**src/rtl/decode_packet.sv**
```systemverilog
// USB receive-path packet decoder: validates the PID, classifies handshake/token/data
// packets, checks CRC5/CRC16 and forwards data payloads with the CRC16 bytes stripped.
module decode_packet (
  input  logic        clock,
  input  logic        reset,
  input  logic        rx_tvalid_i,
  output logic        rx_tready_o,
  input  logic        rx_tlast_i,
  input  logic [7:0]  rx_tdata_i,
  output logic        hsk_recv_o,
  output logic [1:0]  hsk_type_o,
  output logic        tok_recv_o,
  output logic [1:0]  tok_type_o,
  output logic [15:0] tok_data_o,
  output logic [1:0]  dat_type_o,
  output logic        out_tvalid_o,
  output logic        out_tlast_o,
  output logic [7:0]  out_tdata_o,
  output logic        dat_done_o,
  output logic        dat_crc_ok_o,
  output logic        err_o
);

  typedef enum logic [2:0] {IDLE, TOK1, TOK2, DAT, DROP} state_t;

  // USB CRC5 (x^5+x^2+1), bits fed LSB first; result packed as it sits in token bits [15:11].
  function automatic logic [4:0] crc5(input logic [10:0] d);
    logic [4:0] r;
    logic [4:0] res;
    r = 5'h1F;
    for (int i = 0; i < 11; i++) begin
      if (d[i] ^ r[4]) r = {r[3:0], 1'b0} ^ 5'b00101;
      else             r = {r[3:0], 1'b0};
    end
    for (int i = 0; i < 5; i++) res[i] = ~r[4-i];
    return res;
  endfunction

  function automatic logic [15:0] crc16_byte(input logic [15:0] c, input logic [7:0] b);
    logic [15:0] r;
    r = c;
    for (int i = 0; i < 8; i++) begin
      if (b[i] ^ r[15]) r = {r[14:0], 1'b0} ^ 16'h8005;
      else              r = {r[14:0], 1'b0};
    end
    return r;
  endfunction

  // Complemented, bit-reversed register: the value {hi, lo} carried on the wire.
  function automatic logic [15:0] crc16_wire(input logic [15:0] c);
    logic [15:0] w;
    for (int i = 0; i < 16; i++) w[i] = ~c[15-i];
    return w;
  endfunction

  state_t      state_reg;
  logic [1:0]  occ_reg;
  logic [7:0]  b0_reg;
  logic [7:0]  b1_reg;
  logic [15:0] crc_reg;
  logic        pid_ok;
  logic [15:0] crc_fin;
  logic [15:0] crc_wire;
  logic [4:0]  crc5_calc;

  assign pid_ok    = (rx_tdata_i[7:4] == ~rx_tdata_i[3:0]);
  assign crc_fin   = (occ_reg == 2'd2) ? crc16_byte(crc_reg, b1_reg) : crc_reg;
  assign crc_wire  = crc16_wire(crc_fin);
  assign crc5_calc = crc5({rx_tdata_i[2:0], tok_data_o[7:0]});

  always_ff @(posedge clock) begin
    if (reset) begin
      state_reg    <= IDLE;
      occ_reg      <= 2'd0;
      b0_reg       <= 8'd0;
      b1_reg       <= 8'd0;
      crc_reg      <= 16'hFFFF;
      rx_tready_o  <= 1'b0;
      hsk_recv_o   <= 1'b0;
      hsk_type_o   <= 2'd0;
      tok_recv_o   <= 1'b0;
      tok_type_o   <= 2'd0;
      tok_data_o   <= 16'd0;
      dat_type_o   <= 2'd0;
      out_tvalid_o <= 1'b0;
      out_tlast_o  <= 1'b0;
      out_tdata_o  <= 8'd0;
      dat_done_o   <= 1'b0;
      dat_crc_ok_o <= 1'b0;
      err_o        <= 1'b0;
    end else begin
      rx_tready_o  <= 1'b1;
      hsk_recv_o   <= 1'b0;
      tok_recv_o   <= 1'b0;
      out_tvalid_o <= 1'b0;
      out_tlast_o  <= 1'b0;
      dat_done_o   <= 1'b0;
      dat_crc_ok_o <= 1'b0;
      err_o        <= 1'b0;
      if (rx_tvalid_i) begin
        case (state_reg)
          IDLE: begin
            if (!pid_ok) begin
              err_o <= 1'b1;
              if (!rx_tlast_i) state_reg <= DROP;
            end else begin
              case (rx_tdata_i[1:0])
                2'b10: begin
                  if (rx_tlast_i) begin
                    hsk_recv_o <= 1'b1;
                    hsk_type_o <= rx_tdata_i[3:2];
                  end else begin
                    err_o     <= 1'b1;
                    state_reg <= DROP;
                  end
                end
                2'b01: begin
                  if (rx_tlast_i) err_o <= 1'b1;
                  else begin
                    tok_type_o <= rx_tdata_i[3:2];
                    state_reg  <= TOK1;
                  end
                end
                2'b11: begin
                  if (rx_tlast_i) err_o <= 1'b1;
                  else begin
                    dat_type_o <= rx_tdata_i[3:2];
                    occ_reg    <= 2'd0;
                    crc_reg    <= 16'hFFFF;
                    state_reg  <= DAT;
                  end
                end
                default: begin
                  err_o <= 1'b1;
                  if (!rx_tlast_i) state_reg <= DROP;
                end
              endcase
            end
          end
          TOK1: begin
            tok_data_o[7:0] <= rx_tdata_i;
            if (rx_tlast_i) begin
              err_o     <= 1'b1;
              state_reg <= IDLE;
            end else begin
              state_reg <= TOK2;
            end
          end
          TOK2: begin
            tok_data_o[15:8] <= rx_tdata_i;
            if (rx_tlast_i) begin
              if (crc5_calc == rx_tdata_i[7:3]) tok_recv_o <= 1'b1;
              else                              err_o      <= 1'b1;
              state_reg <= IDLE;
            end else begin
              err_o     <= 1'b1;
              state_reg <= DROP;
            end
          end
          DAT: begin
            // The newest two bytes stay buffered: they may turn out to be the CRC16.
            if (!rx_tlast_i) begin
              if (occ_reg == 2'd2) begin
                out_tvalid_o <= 1'b1;
                out_tdata_o  <= b1_reg;
                crc_reg      <= crc16_byte(crc_reg, b1_reg);
              end else begin
                occ_reg <= occ_reg + 2'd1;
              end
              b1_reg <= b0_reg;
              b0_reg <= rx_tdata_i;
            end else begin
              if (occ_reg == 2'd2) begin
                out_tvalid_o <= 1'b1;
                out_tlast_o  <= 1'b1;
                out_tdata_o  <= b1_reg;
              end
              dat_done_o   <= 1'b1;
              dat_crc_ok_o <= (occ_reg != 2'd0) && ({rx_tdata_i, b0_reg} == crc_wire);
              occ_reg      <= 2'd0;
              state_reg    <= IDLE;
            end
          end
          DROP: begin
            if (rx_tlast_i) state_reg <= IDLE;
          end
          default: state_reg <= IDLE;
        endcase
      end
    end
  end

endmodule
```
**config.mk**
```make
export PLATFORM = sky130hd
export DESIGN_NAME = decode_packet
export DESIGN_NICKNAME = d
export VERILOG_FILES = /design/src/rtl/decode_packet.sv
export SDC_FILE = /design/constraint.sdc
export NUM_CORES = 1
export LEC_CHECK = 0
export ABC_CLOCK_PERIOD_IN_PS = 7000
export BUFFER_PORTS_ARGS = -buffer_cell sky130_fd_sc_hd__clkbuf_2
export CAP_MARGIN = 10
export CORE_MARGIN = 5
export CORE_UTILIZATION = 50
export DETAILED_ROUTE_END_ITERATION = 10
export GPL_ROUTABILITY_DRIVEN = 0
export PLACE_DENSITY_LB_ADDON = 0.05
export SLEW_MARGIN = 10
export SYNTH_ARGS = -nofsm -noshare
export SYNTH_HDL_FRONTEND = slang
export SYNTH_SLANG_ARGS = --single-unit
```
**constraint.sdc**
```tcl
create_clock -name clock -period 7 [get_ports clock]
set_input_delay 0.35 -clock clock [delete_from_list [all_inputs] [get_ports clock]]
set_output_delay 0.35 -clock clock [all_outputs]
set_load 0.005 [all_outputs]
```
==> results of run 1 <==
[per-stage QoR]
stage | power, mW | utilization [%] | setup slack [ns]
after floorplan | 0.468 | - | 4.74
after global placement | 0.478 | 54.7 | 3.86
after detailed placement | 0.479 | 54.7 | 3.82
after CTS | 0.866 | 57.9 | 4.21
after global routing | 0.888 | 57.9 | 4.30
final | 0.859 | 57.9 | 4.50
[routing by layer]
metal,up-vias,GRT usage (%),share of wire [%]
met1,1451,29.8,47
met5,-,0,0
met4,0,7.11,1.3
li1,1527,-,-
met3,9,4.81,6.3
met2,87,33.1,46
[worst max path at each step]
stage                        from              to  slack [ns]  cells after the start
finish                  b1_reg[5]    dat_crc_ok_o        4.50                      7
CTS                 rx_tdata_i[2]      crc_reg[2]        4.21                      8
global route            b1_reg[5]    dat_crc_ok_o        4.30                      7
global placement    rx_tdata_i[2]      crc_reg[2]        3.86                      8
detailed placement  rx_tdata_i[2]      crc_reg[2]        3.82                      8
floorplan              occ_reg[0]  out_tdata_o[0]        4.74                      9
[cells by family (layout without fill, tap and decap cells)]
kind of cell             Yosys count  in the layout  synth area share (%)
adder cells (fa/ha/maj)            2              2                 0.683
flip-flops                        75             75                  41.0
AND/OR/NAND/NOR                  162            162                  19.1
AO/OA/AOI/OAI                     80             80                  13.3
buffers and inverters             36             73                  3.96
multiplexers                      23             23                  6.32
XOR/XNOR                          57             57                  15.7
[power breakdown]
| group | switching (mW) | internal [mW] | total (mW) |
|---|---|---|---|
| Sequential | 0.00113 | 0.428 | 0.429 |
| Clock | 0.182 | 0.208 | 0.390 |
| Combinational | 0.0270 | 0.0131 | 0.0401 |
| Total | 0.210 | 0.649 | 0.859 |
[cell usage in the layout, fill, tap and decap left out, types with 3 or more instances in the layout]
cell type / netlist / routed
a21oi_1: 40 / 40
xnor2_1: 36 / 36
and3_1: 3 / 3
inv_1: 5 / 5
nor2_1: 27 / 27
nor4_1: 4 / 4
nand3_1: 9 / 9
mux2i_1: 22 / 22
nand2_1: 95 / 95
o21ai_0: 6 / 6
o22ai_1: 12 / 12
nand4_1: 4 / 4
xor2_2: 3 / 3
nor3_1: 6 / 6
nor3b_1: 3 / 3
clkbuf_8: 0 / 9
clkbuf_2: 0 / 49
xor2_1: 14 / 14
o21ai_1: 6 / 6
dfxtp_1: 75 / 75
and2_1: 3 / 3
[worst max-delay path: stages (launching register included)]
cell	delay (ns)
dfxtp_1	0.39
xor2_1	0.30
xor2_1	0.30
xnor3_2	0.52
xor2_2	0.20
a41oi_2	0.22
nand4_1	0.15
a2111oi_2	0.31
[final cells by class]
| type | instances | area, µm² |
|---|---|---|
| clock inverters | 7 | 108 |
| flip-flops and latches | 75 | 1500 |
| fillers | 660 | 3020 |
| well taps | 99 | 124 |
| repair buffers | 51 | 260 |
| clock buffers | 9 | 124 |
| multi-input cells | 324 | 2020 |
| inverters | 6 | 22.5 |
==> results.sh, run 1 <==
export IMPL_finalSetupTns_ns=0
export IMPL_hp_class="primary input to flip-flop"
export IMPL_clock_sinks=75
export IMPL_routedWlPerCell_um=15.9
export IMPL_clk_pin_slew_ns=0.08
export IMPL_worstPathArrival_ns=2.75
export IMPL_final_area_um2=4160
export IMPL_max_freq_mhz=399
export IMPL_root_buffer="clkbuf_8"
export IMPL_synth_commonest_cells="nand2_1, dfxtp_1, a21oi_1"
export IMPL_layout_min_cycle_time_ns=2.50
export IMPL_area_delta_synth_final_pct=13.5
export IMPL_port_buffer_count=49
export IMPL_power_density_nw_per_um2=207
export IMPL_synth_edf_count=0
export IMPL_dp_cells=555
export IMPL_min_delay_start="rx_tvalid_i"
export IMPL_postSynthCellCount=435
export IMPL_critPathRequiredTime_ns=7.25
export IMPL_ys_flop_type="dfxtp_1"
export IMPL_antenna_left=0
export IMPL_worstReg2RegStart="b1_reg[5]"
export IMPL_yosysWarnings=0
export IMPL_fin_cells=571
export IMPL_yosysTopAreaCell="dfxtp_1"
export IMPL_hold_ws_ns=0.243
export IMPL_grt_first_pass_wirelength_um=15000
export IMPL_die_area_um2=9130
export IMPL_slew_viol_final=0
export IMPL_outcome="completed"
export IMPL_worst_pin_slew_ns=1.19
export IMPL_yosysMostFrequentCell="nand2_1"
export IMPL_htree_levels=3
export IMPL_drive_above_1_share_pct=16.3
export IMPL_core_rowCount=31
export IMPL_crit_fanout=5
export IMPL_slew_headroom_pct=20.8
export IMPL_vias=3074
export IMPL_grtUsageTotal_pct=21.5
export IMPL_nets=481
export IMPL_avgSynthCellArea_um2=8.42
export IMPL_start_kind="flip-flop"
export IMPL_cts_buffers=9
export IMPL_ys_seq_area_share_pct=41.0
export IMPL_cts_path_max_buffers=2
export IMPL_antenna_found_initial=0
export IMPL_cts_setup_buffers=0
export IMPL_ir_worst_vdd_v=0.000132
export IMPL_ys_seq_elements=75
export IMPL_start_util_pct=51.0
export IMPL_die_h_um=95.6
export IMPL_grt_pass1_vias=3036
export IMPL_drtPass1Iterations=4
export IMPL_grt_start_max_net_pins=57
export IMPL_hold_depth=2
export IMPL_n_antenna_cell=0
export IMPL_synth_distinct_cells=47
export IMPL_regToRegSetupSlack_ns=4.50
export IMPL_finalHoldViolations=0
export IMPL_vias_per_cell=5.38
export IMPL_min_to="state_reg[2]"
export IMPL_synth_top_area_share_pct=41.0
export IMPL_worstSetupPathType="flip-flop to flip-flop"
export IMPL_drc=0
export IMPL_place_area_um2=3920
export IMPL_worstSkewPairLatency_ns=0.35
export IMPL_core_um2=7180
export IMPL_routed_wl_um=9070
export IMPL_hpwl_um=6450
export IMPL_setup_violations=0
export IMPL_cts_tree="yes"
export IMPL_synth_top_cells_by_area="dfxtp_1, nand2_1, xnor2_1"
export IMPL_grt_overflow=0
export IMPL_cts_resized=0
export IMPL_ios=50
export IMPL_reg2regPathDepth=7
export IMPL_finalCritPeriodShare_pct=35.8
export IMPL_endpoint_kind="flip-flop"
export IMPL_rsz0062_at_grt="no"
export IMPL_maxCapViolCount=0
export IMPL_r2r_end="dat_crc_ok_o"
export IMPL_syn_nets=449
export IMPL_fp_dieW_um=95.6
export IMPL_hold_buffers=0
export IMPL_synthesis_area_um2=3660
export IMPL_skew_ns=0.00650
export IMPL_async_flop_share_pct=0
export IMPL_leakagePower_nw=1.55
export IMPL_drtIter0Drc=173
(Power assumes the default switching activity.)
==> run 2: changes to the inputs <==
ABC_AREA = 1   (was default)
ABC_CLOCK_PERIOD_IN_PS = 2550   (was 7000)
clock period = 2.55 ns   (was 7 ns; I/O delays follow)
==> run 2 against run 1 <==
Effect of this change:
- largest power group unchanged
- critical path depth increased by 8
- fmax increased by 11%
- clock power increased by 140%
- non-clock buffer count increased by 8
- worst hold slack got worse by 0.18 ns
==> results.sh, run 2 <==
export IMPL_fin_cells=704
export IMPL_syn_nets=562
export IMPL_worstPathArrival_ns=2.54
export IMPL_regToRegSetupSlack_ns=0.30
export IMPL_worst_pin_slew_ns=0.721
export IMPL_fp_dieW_um=98.4
export IMPL_antenna_left=0
export IMPL_crit_fanout=21
export IMPL_synth_distinct_cells=39
export IMPL_regArea_um2=1500
export IMPL_drc=0
export IMPL_max_freq_mhz=444
export IMPL_leakagePower_nw=1.99
export IMPL_fill_cells=758
export IMPL_cts_resized=0
export IMPL_core_rowCount=32
export IMPL_grt_start_max_net_pins=43
export IMPL_cts_tree="yes"
export IMPL_hold_depth=3
export IMPL_layout_min_cycle_time_ns=2.25
export IMPL_skew_ns=0.0136
export IMPL_min_delay_start="rx_tdata_i[4]"
export IMPL_avgSynthCellArea_um2=7.13
export IMPL_clk_pin_slew_ns=0.08
export IMPL_n_antenna_cell=0
export IMPL_grt_pass1_vias=3603
export IMPL_cts_path_max_buffers=2
export IMPL_synth_edf_count=0
export IMPL_routedWlPerCell_um=14.8
export IMPL_worstSetupPathType="flip-flop to flip-flop"
export IMPL_htree_levels=3
export IMPL_synth_top_cells_by_area="dfxtp_1, nand2_1, o21ai_0"
export IMPL_grt_first_pass_wirelength_um=17400
export IMPL_yosysMostFrequentCell="nand2_1"
export IMPL_setup_ws_ns=0.297
export IMPL_ys_flop_type="dfxtp_1"
export IMPL_final_area_um2=4450
export IMPL_dp_cells=688
export IMPL_antenna_found_initial=0
export IMPL_drtPass1Iterations=5
export IMPL_worstReg2RegStart="occ_reg[0]"
export IMPL_async_flop_share_pct=0
export IMPL_drtIter0Drc=265
export IMPL_ys_seq_area_share_pct=38.4
export IMPL_hold_buffers=0
export IMPL_grtUsageTotal_pct=21.9
export IMPL_ir_worst_vdd_v=0.000339
export IMPL_worstSkewPairLatency_ns=0.36
export IMPL_dp_slack_ns=0.393
export IMPL_finalCritPeriodShare_pct=88.3
export IMPL_die_area_um2=9680
export IMPL_start_util_pct=50.8
export IMPL_layout_common_cells="nand2_1, dfxtp_1, o21ai_0"
export IMPL_place_area_um2=4250
export IMPL_layout_commonest_cell="nand2_1"
export IMPL_drive_above_1_share_pct=18.4
export IMPL_finalSetupTns_ns=0
export IMPL_ios=50
export IMPL_multi_input_area_um2=2100
export IMPL_root_buffer="clkbuf_8"
export IMPL_yosysWarnings=0
export IMPL_fin_util_pct=57.9
export IMPL_port_buffer_count=49
export IMPL_rsz0062_at_grt="no"
export IMPL_cts_buffers=9
export IMPL_finalHoldViolations=0
export IMPL_endpoint_kind="flip-flop"
export IMPL_yosysTopAreaCell="dfxtp_1"
export IMPL_postSynthCellCount=548
export IMPL_slew_headroom_pct=51.5
export IMPL_synth_commonest_cells="nand2_1, dfxtp_1, o21ai_0"
export IMPL_min_to="tok_data_o[12]"
export IMPL_r2r_end="dat_crc_ok_o"
export IMPL_outcome="completed"
export IMPL_synth_top_area_share_pct=38.4
export IMPL_grt_overflow=0
export IMPL_hpwl_um=7760
export IMPL_core_um2=7690
export IMPL_die_h_um=98.4
export IMPL_cts_setup_buffers=0
export IMPL_vias_per_cell=5.34
export IMPL_synthesis_area_um2=3910
export IMPL_critPathRequiredTime_ns=2.84
export IMPL_reg2regPathDepth=15
export IMPL_start_kind="flip-flop"
export IMPL_routed_wl_um=10400
export IMPL_slew_viol_final=0
export IMPL_setup_violations=0
export IMPL_area_delta_synth_final_pct=14.0
export IMPL_nets=611
export IMPL_maxCapViolCount=0
export IMPL_hp_class="primary input to flip-flop"
export IMPL_vias=3761
export IMPL_clock_sinks=75
export IMPL_power_density_nw_per_um2=538
export IMPL_ys_seq_elements=75
-- run 2: per-layer routing --
layer | global-route usage (%) | part of all wire [%]
met5 | 0 | 0
met3 | 4.00 | 4.4
met4 | 6.62 | 1.4
met2 | 33.9 | 45
met1 | 31.0 | 49
-- run 2: critical path, cell delays in order, from the launching register on --
cell,delay (ns)
dfxtp_1,0.31
inv_1,0.07
ha_1,0.23
inv_2,0.29
nand2_1,0.10
o21ai_0,0.12
nor2_1,0.07
a211oi_1,0.21
nand3_1,0.10
nor2_1,0.09
nand2_1,0.05
nor2_1,0.18
nand3_1,0.11
nor2_1,0.12
nand2_1,0.07
nor2_2,0.06
-- run 2: layout make-up --
type                    count  area share [%]
clock buffers              10            2.87
clock inverters             6            1.63
inverters                  52            4.38
multi-input cells         400            47.1
flip-flops and latches     75            33.7
well taps                 102            2.87
repair buffers             59            7.47
-- run 2: kinds of logic after synthesis --
kind of cell	synth area share, %
AO/OA/AOI/OAI	18.0
XOR/XNOR	7.43
adder cells (fa/ha/maj)	0.641
buffers and inverters	7.88
flip-flops	38.4
multiplexers	0.256
AND/OR/NAND/NOR	27.4
-- run 2: how the worst max path moves through the flow --
stage | start | endpoint | slack (ns) | depth (start not counted)
after global placement | occ_reg[0] | dat_crc_ok_o | 0.42 | 15
after detailed placement | occ_reg[0] | dat_crc_ok_o | 0.39 | 15
after floorplan | occ_reg[0] | dat_crc_ok_o | 0.64 | 16
after CTS | occ_reg[0] | dat_crc_ok_o | 0.35 | 15
final | occ_reg[0] | dat_crc_ok_o | 0.30 | 15
after global routing | occ_reg[0] | dat_crc_ok_o | 0.008 | 15
-- run 2: metrics by stage --
stage          power, mW  hold WS, ns
2_1_floorplan       1.40        0.227
3_3_place_gp        1.47        0.422
3_5_place_dp        1.48        0.434
4_1_cts             2.42       0.0564
5_1_grt             2.49       0.0814
6_report            2.40       0.0635
-- run 2: power by group --
group	switching, mW	internal [mW]
Sequential	0.0134	1.19
Combinational	0.164	0.0894
Clock	0.480	0.463
Total	0.657	1.74
